===== config.mk =====
export PLATFORM = sky130hd
export DESIGN_NAME = spi_slave_regfile
export DESIGN_NICKNAME = d
export VERILOG_FILES = /design/src/rtl/spi_slave_regfile.sv
export SDC_FILE = /design/constraint.sdc
export NUM_CORES = 1
export LEC_CHECK = 0
export ABC_AREA = 0
export CORE_ASPECT_RATIO = 1.2
export CORE_MARGIN = 1
export CORE_UTILIZATION = 40
export CTS_CLUSTER_DIAMETER = 100
export DETAILED_ROUTE_END_ITERATION = 8
export HOLD_SLACK_MARGIN = 0.05
export PLACE_DENSITY = 0.53
export SYNTH_ARGS = -nofsm -noshare
export SYNTH_HDL_FRONTEND = slang
export SYNTH_SLANG_ARGS = --single-unit
export TNS_END_PERCENT = 100

===== constraint.sdc =====
create_clock -name clk -period 6.7 [get_ports clk]
set_clock_uncertainty 0.2 [all_clocks]
set_input_delay 1.34 -clock clk [delete_from_list [all_inputs] [get_ports clk]]
set_output_delay 1.34 -clock clk [all_outputs]
set_load 0.02 [all_outputs]

===== src/rtl/spi_slave_regfile.sv =====
// SPI slave with an internal register file. The SPI pins are oversampled in the clk domain.
// Frame layout, MSB first: R/W bit (1 = read), then ADDR_W address bits, then DATA_W data bits.
module spi_slave_regfile #(
    parameter int unsigned DATA_W      = 8,
    parameter int unsigned ADDR_W      = 4,
    parameter int unsigned CPOL        = 0,
    parameter int unsigned CPHA        = 0,
    parameter int unsigned SYNC_STAGES = 2
) (
    input  logic              clk,
    input  logic              reset,
    input  logic              sclk,
    input  logic              csz,
    input  logic              sdi,
    output logic              sdo,
    output logic              sdo_oe,
    input  logic              host_we,
    input  logic [ADDR_W-1:0] host_addr,
    input  logic [DATA_W-1:0] host_wdata,
    output logic [DATA_W-1:0] host_rdata,
    output logic              wr_valid,
    output logic [ADDR_W-1:0] wr_addr,
    output logic [DATA_W-1:0] wr_data,
    output logic              frame_err
);

    localparam int unsigned L     = 1 + ADDR_W + DATA_W;
    localparam int unsigned CW    = $clog2(L + 1);
    localparam int unsigned DEPTH = 2 ** ADDR_W;
    localparam logic [CW-1:0] CntAddrEnd    = CW'(ADDR_W);
    localparam logic [CW-1:0] CntFirstShift = CW'(ADDR_W + 2);
    localparam logic [CW-1:0] CntLast       = CW'(L - 1);
    localparam logic [CW-1:0] CntMax        = CW'(L);

    typedef enum logic [2:0] {StIdle, StCmd, StAddr, StData, StDone} state_e;
    state_e state_q, state_d;

    logic [SYNC_STAGES-1:0] sclk_sync_q, csz_sync_q, sdi_sync_q;
    logic sclk_prev_q, csz_prev_q;
    logic sclk_s, csz_s, sdi_s;
    logic sclk_rise, sclk_fall, sample_edge, shift_edge, csz_fall, csz_rise;

    logic [CW-1:0]     cnt_q;
    logic              rw_q, load_q, commit_q, shift_dly_q;
    logic [ADDR_W-1:0] addr_q;
    logic [DATA_W-1:0] rx_q, tx_q;
    logic [DATA_W-1:0] mem_q [DEPTH];

    logic sdo_q, sdo_d, oe_q, oe_d, frame_err_q, frame_err_d;
    logic [DATA_W-1:0] host_rdata_q, wr_data_q;
    logic [ADDR_W-1:0] wr_addr_q;
    logic              wr_valid_q;

    // Everything resets to 0, so a csz held low through reset never looks like a falling edge.
    always_ff @(posedge clk) begin
        if (reset) begin
            sclk_sync_q <= '0;
            csz_sync_q  <= '0;
            sdi_sync_q  <= '0;
            sclk_prev_q <= 1'b0;
            csz_prev_q  <= 1'b0;
        end else begin
            sclk_sync_q <= {sclk_sync_q[SYNC_STAGES-2:0], sclk};
            csz_sync_q  <= {csz_sync_q[SYNC_STAGES-2:0], csz};
            sdi_sync_q  <= {sdi_sync_q[SYNC_STAGES-2:0], sdi};
            sclk_prev_q <= sclk_s;
            csz_prev_q  <= csz_s;
        end
    end

    assign sclk_s      = sclk_sync_q[SYNC_STAGES-1];
    assign csz_s       = csz_sync_q[SYNC_STAGES-1];
    assign sdi_s       = sdi_sync_q[SYNC_STAGES-1];
    assign sclk_rise   = sclk_s & ~sclk_prev_q;
    assign sclk_fall   = ~sclk_s & sclk_prev_q;
    assign sample_edge = (CPOL == CPHA) ? sclk_rise : sclk_fall;
    assign shift_edge  = (CPOL == CPHA) ? sclk_fall : sclk_rise;
    assign csz_fall    = csz_prev_q & ~csz_s;
    assign csz_rise    = ~csz_prev_q & csz_s;

    always_ff @(posedge clk) begin
        if (reset) begin
            state_q     <= StIdle;
            sdo_q       <= 1'b0;
            oe_q        <= 1'b0;
            frame_err_q <= 1'b0;
        end else begin
            state_q     <= state_d;
            sdo_q       <= sdo_d;
            oe_q        <= oe_d;
            frame_err_q <= frame_err_d;
        end
    end

    always_comb begin
        state_d = state_q;
        unique case (state_q)
            StIdle: if (csz_fall) state_d = StCmd;
            StCmd: begin
                if (csz_rise) state_d = StIdle;
                else if (sample_edge) state_d = StAddr;
            end
            StAddr: begin
                if (csz_rise) state_d = StIdle;
                else if (sample_edge && cnt_q == CntAddrEnd) state_d = StData;
            end
            StData: begin
                if (csz_rise) state_d = StIdle;
                else if (sample_edge && cnt_q == CntLast) state_d = StDone;
            end
            StDone: if (csz_rise) state_d = StIdle;
            default: state_d = StIdle;
        endcase
    end

    always_comb begin
        frame_err_d = csz_rise && (state_q inside {StCmd, StAddr, StData});
        oe_d        = (state_d != StIdle);
        sdo_d       = 1'b0;
        if (state_d == StData && rw_q) begin
            if (CPHA == 0) sdo_d = tx_q[DATA_W-1];
            else           sdo_d = shift_dly_q ? tx_q[DATA_W-1] : sdo_q;
        end
    end

    always_ff @(posedge clk) begin
        if (reset) begin
            cnt_q       <= '0;
            rw_q        <= 1'b0;
            addr_q      <= '0;
            rx_q        <= '0;
            tx_q        <= '0;
            load_q      <= 1'b0;
            commit_q    <= 1'b0;
            shift_dly_q <= 1'b0;
        end else begin
            load_q      <= 1'b0;
            commit_q    <= 1'b0;
            shift_dly_q <= shift_edge;
            if (state_q == StIdle && csz_fall) begin
                cnt_q <= '0;
            end else if (sample_edge && !csz_rise && (state_q inside {StCmd, StAddr, StData})) begin
                if (cnt_q != CntMax) cnt_q <= cnt_q + CW'(1);
                case (state_q)
                    StCmd:  rw_q <= sdi_s;
                    StAddr: begin
                        addr_q <= (addr_q << 1) | ADDR_W'(sdi_s);
                        if (cnt_q == CntAddrEnd) load_q <= rw_q;
                    end
                    StData: begin
                        rx_q <= (rx_q << 1) | DATA_W'(sdi_s);
                        if (cnt_q == CntLast) commit_q <= ~rw_q;
                    end
                    default: ;
                endcase
            end
            // The shift edge right before the first data sample must keep the MSB on sdo.
            if (state_q == StIdle && csz_fall) begin
                tx_q <= '0;
            end else if (load_q) begin
                tx_q <= mem_q[addr_q];
            end else if (shift_edge && state_q == StData && rw_q && cnt_q >= CntFirstShift) begin
                tx_q <= tx_q << 1;
            end
        end
    end

    // SPI commit is written after the host write so it wins on an address collision.
    always_ff @(posedge clk) begin
        if (reset) begin
            for (int i = 0; i < int'(DEPTH); i++) mem_q[i] <= '0;
            host_rdata_q <= '0;
            wr_valid_q   <= 1'b0;
            wr_addr_q    <= '0;
            wr_data_q    <= '0;
        end else begin
            host_rdata_q <= mem_q[host_addr];
            wr_valid_q   <= commit_q;
            if (host_we) mem_q[host_addr] <= host_wdata;
            if (commit_q) begin
                mem_q[addr_q] <= rx_q;
                wr_addr_q     <= addr_q;
                wr_data_q     <= rx_q;
            end
        end
    end

    assign sdo        = sdo_q;
    assign sdo_oe     = oe_q;
    assign frame_err  = frame_err_q;
    assign host_rdata = host_rdata_q;
    assign wr_valid   = wr_valid_q;
    assign wr_addr    = wr_addr_q;
    assign wr_data    = wr_data_q;

endmodule

==> results.md <==
- Max Fclk: 0.231 GHz
- Root Driver: clkbuf_16
- Register area: roughly 5200 um2
- Nets@finish: 815
- Sequential share of the synthesized area: between 50% and 60%
- Seq pwr share: between 50% and 60%
- Fin crit share: around 65%
- Global-route wire length before repair: about 48 mm
- Setup CP Type: in2reg
- Hold path startpoint: sdi_sync_q[0]
- CTS sink count: between 150 and 200
- Hold depth: 1
- Critical path launch point type: input pin
- Mapped Nets: roughly 830
- Post-layout min period: about 4.3 ns
- Reg2reg path depth: 4
- Yosys Warn Count: 0
- Final Slew Violations: 0
- Die height: about 180 um
- Syn Inst Count: 810
- Leakage power: between 3 and 4 nW
- Setup Fix Bufs, Post-CTS: 0
- Share of cells above drive strength 1: ~15%
- Clock Latency Late Sink: 0.45 ns
- Switching part of the total: between 20% and 30%
- Final Hold Viols: 0
- CORE AREA: about 25000 um2
- Reg2reg start: commit_q
- I/O Buffers: between 40 and 50
- Async S/R FF share, synth: 0%
- Status: finished, final reports clean
- Switch Pwr: roughly 660 uW
- Inserted Diodes: 0
- Worst-margin pin slew: 1.26 ns
- CTS Buffer Depth: 2
- Critical Path RT: between 6 and 7 ns
- Total CTS buffers: 17
- Fillcell total: 2238
- CTS resizes: 0
- Top FF cell, synth: edfxtp_1
- EDFF count, synth: about 130
- Via count: between 7k and 8k
- Mapped Area: 10200 um2
- Maximum vdd drop: roughly 0.00016 V
- Post-route ant nets: 0
- # H-tree levels: 4
- Most frequent cells in the layout: a22o_1 (128), edfxtp_1 (128), mux2i_1 (103), dfxtp_1 (64), nor2_1 (52)
- P per Cell Area: 230 nW/um2
- Overall routed net length: around 33 mm
- Yosys reg bits: 194
- Worst Path Arrival: 4.19 ns
- CP startpoint: host_addr[1]
- Starting density of the core: roughly two fifths
- HP Class: reg2reg
- Setup_tns: 0 ns
- Routability cong.: 1.00
- Critical-path maximum fanout: 37
- Die width: about 150 um
- Total GRT Usage: 26.1%
- Worst hold slack: around 0.24 ns
- DP Wirelength: between 20 and 25 mm
- Critical Path End Type: flip-flop
- Cell variety after synth: 51
- # DRC: 0
- Reg clk slew, reported paths: approximately 0.080 ns
- DRT Pass-1 Iters: 5
- Pint: just under 2 mW
- Site Rows: 63
- RSZ-0062 raised after global routing: false
- Clock share of power: between 30% and 40%
- Avg Inst Size Synth: about 13 um2
- Multi-input gate area: roughly 4600 um2
- Layout overhead on the synthesized area: 10.6%
- Vias/cell: about 6.5
- Max Cap Viol: 0
- Endpoints failing setup: 0
- CTS tree: done
- Combinational power share: under 10%
- GRT overflow: 0
- Die ar.: 26100 um2
- Initial antenna violation count: 0
- Worst slew margin: approximately 15%
- Via count of the first global-routing pass: between 7k and 8k
- Initial DRC Count: 732
- WL per Instance: about 30 um
- Total I/O pin count: 42
- Pin count of the biggest net entering global routing: 44
- Cts hold-fix bufs: 0
- Final core occ: a little under half
[sequential cells by signal, indices dropped and copies added, names as in the netlist, 2 cells and up, named ones only]
signal	flops
csz_sync_q	2
mem_q	128
sclk_sync_q	2
state_q	3
wr_data	8
tx_q	8
addr_q	4
cnt_q	4
wr_addr	4
host_rdata	8
sdi_sync_q	2
rx_q	8
[synthesized netlist by cell type, drive strengths merged, types with 2 or more instances]
cell	instances	area [um2]
buf	42	198
a311o	3	30.0
clkbuf	44	165
nand4bb	3	33.8
or4	2	15.0
nand4	2	12.5
ha	4	50.1
or3	5	31.3
a31oi	2	12.5
nand3	6	30.0
or4b	2	20.0
a21oi	21	105
o22ai	8	50.1
nand2b	9	56.3
nor2b	18	115
mux2i	103	1030
or2	2	12.5
edfxtp	128	3840
mux2	7	78.8
and2	2	12.5
dfxtp	66	1320
mux4	34	766
nor2	61	257
a22oi	29	218
nand4b	5	43.8
o31ai	2	15.0
nand2	6	22.5
a22o	128	1120
nand3b	2	15.0
o21ai	13	65.1
nor4	11	83.8
nor3	23	209
inv	8	30.0
[cell type report]
cell class                 instances  area share [%]
timing repair buffer              50            4.11
inverter                           8           0.267
multi-input combinational        522            41.0
clock buffer                      19            4.03
tap                              325            3.61
clock inverter                    13            1.01
sequential                       194            45.9
[logic make-up (layout without fill, tap and decap cells)]
| group | after synthesis | after routing | synth area share (%) |
|---|---|---|---|
| AOI/OAI and AO/OA | 210 | 210 | 16.4 |
| xor gates and xnor gates | 1 | 1 | 0.0861 |
| adders and majority gates | 4 | 4 | 0.492 |
| buffers and inverters | 94 | 90 | 3.86 |
| DFF | 194 | 194 | 50.8 |
| muxes | 144 | 144 | 18.4 |
| and+or+nand+nor | 163 | 163 | 9.89 |
[power groups by stage]
stage,clock (mW),combinational (mW),sequential [mW]
after floorplan,0,0.125,1.38
after global placement,0,0.197,1.40
after detailed placement,0,0.199,1.40
after CTS,1.02,0.200,1.37
after global routing,1.06,0.212,1.37
final,1.01,0.202,1.37
[final timing paths]
| kind | endpoint | slack [ns] |
|---|---|---|
| hold reg to reg | sdi_sync_q[1] | 0.24 |
| setup reg to reg | mem_q[6][4] | 3.51 |
| hold / removal | sdi_sync_q[1] | 0.24 |
| setup / recovery | mem_q[6][4] | 2.37 |
[worst max-delay path, stage by stage]
cell	delay [ns]
buf_2	0.73
nand4b_1	0.86
o21ai_0	1.24
[through the flow]
stage          instance area (um2)  power, mW  setup WS (ns)  instances
2_1_floorplan                10200       1.50           3.29        810
4_1_cts                      11300       2.59           2.45       1131
3_5_place_dp                 10700       1.60           2.05       1099
6_report                     11300       2.58           2.37       1131
5_1_grt                      11300       2.65           2.29       1131
3_3_place_gp                 10700       1.59           2.17       1099
[metal layers]
metal	part of all wire (%)	track usage [%]	wire length (um)
met1	40	33.0	13400
met3	6.8	4.02	2270
met4	3.9	11.7	1290
met2	49	44.0	16400
met5	0	0	0
No activity file was read; power rests on OpenSTA's default activity.
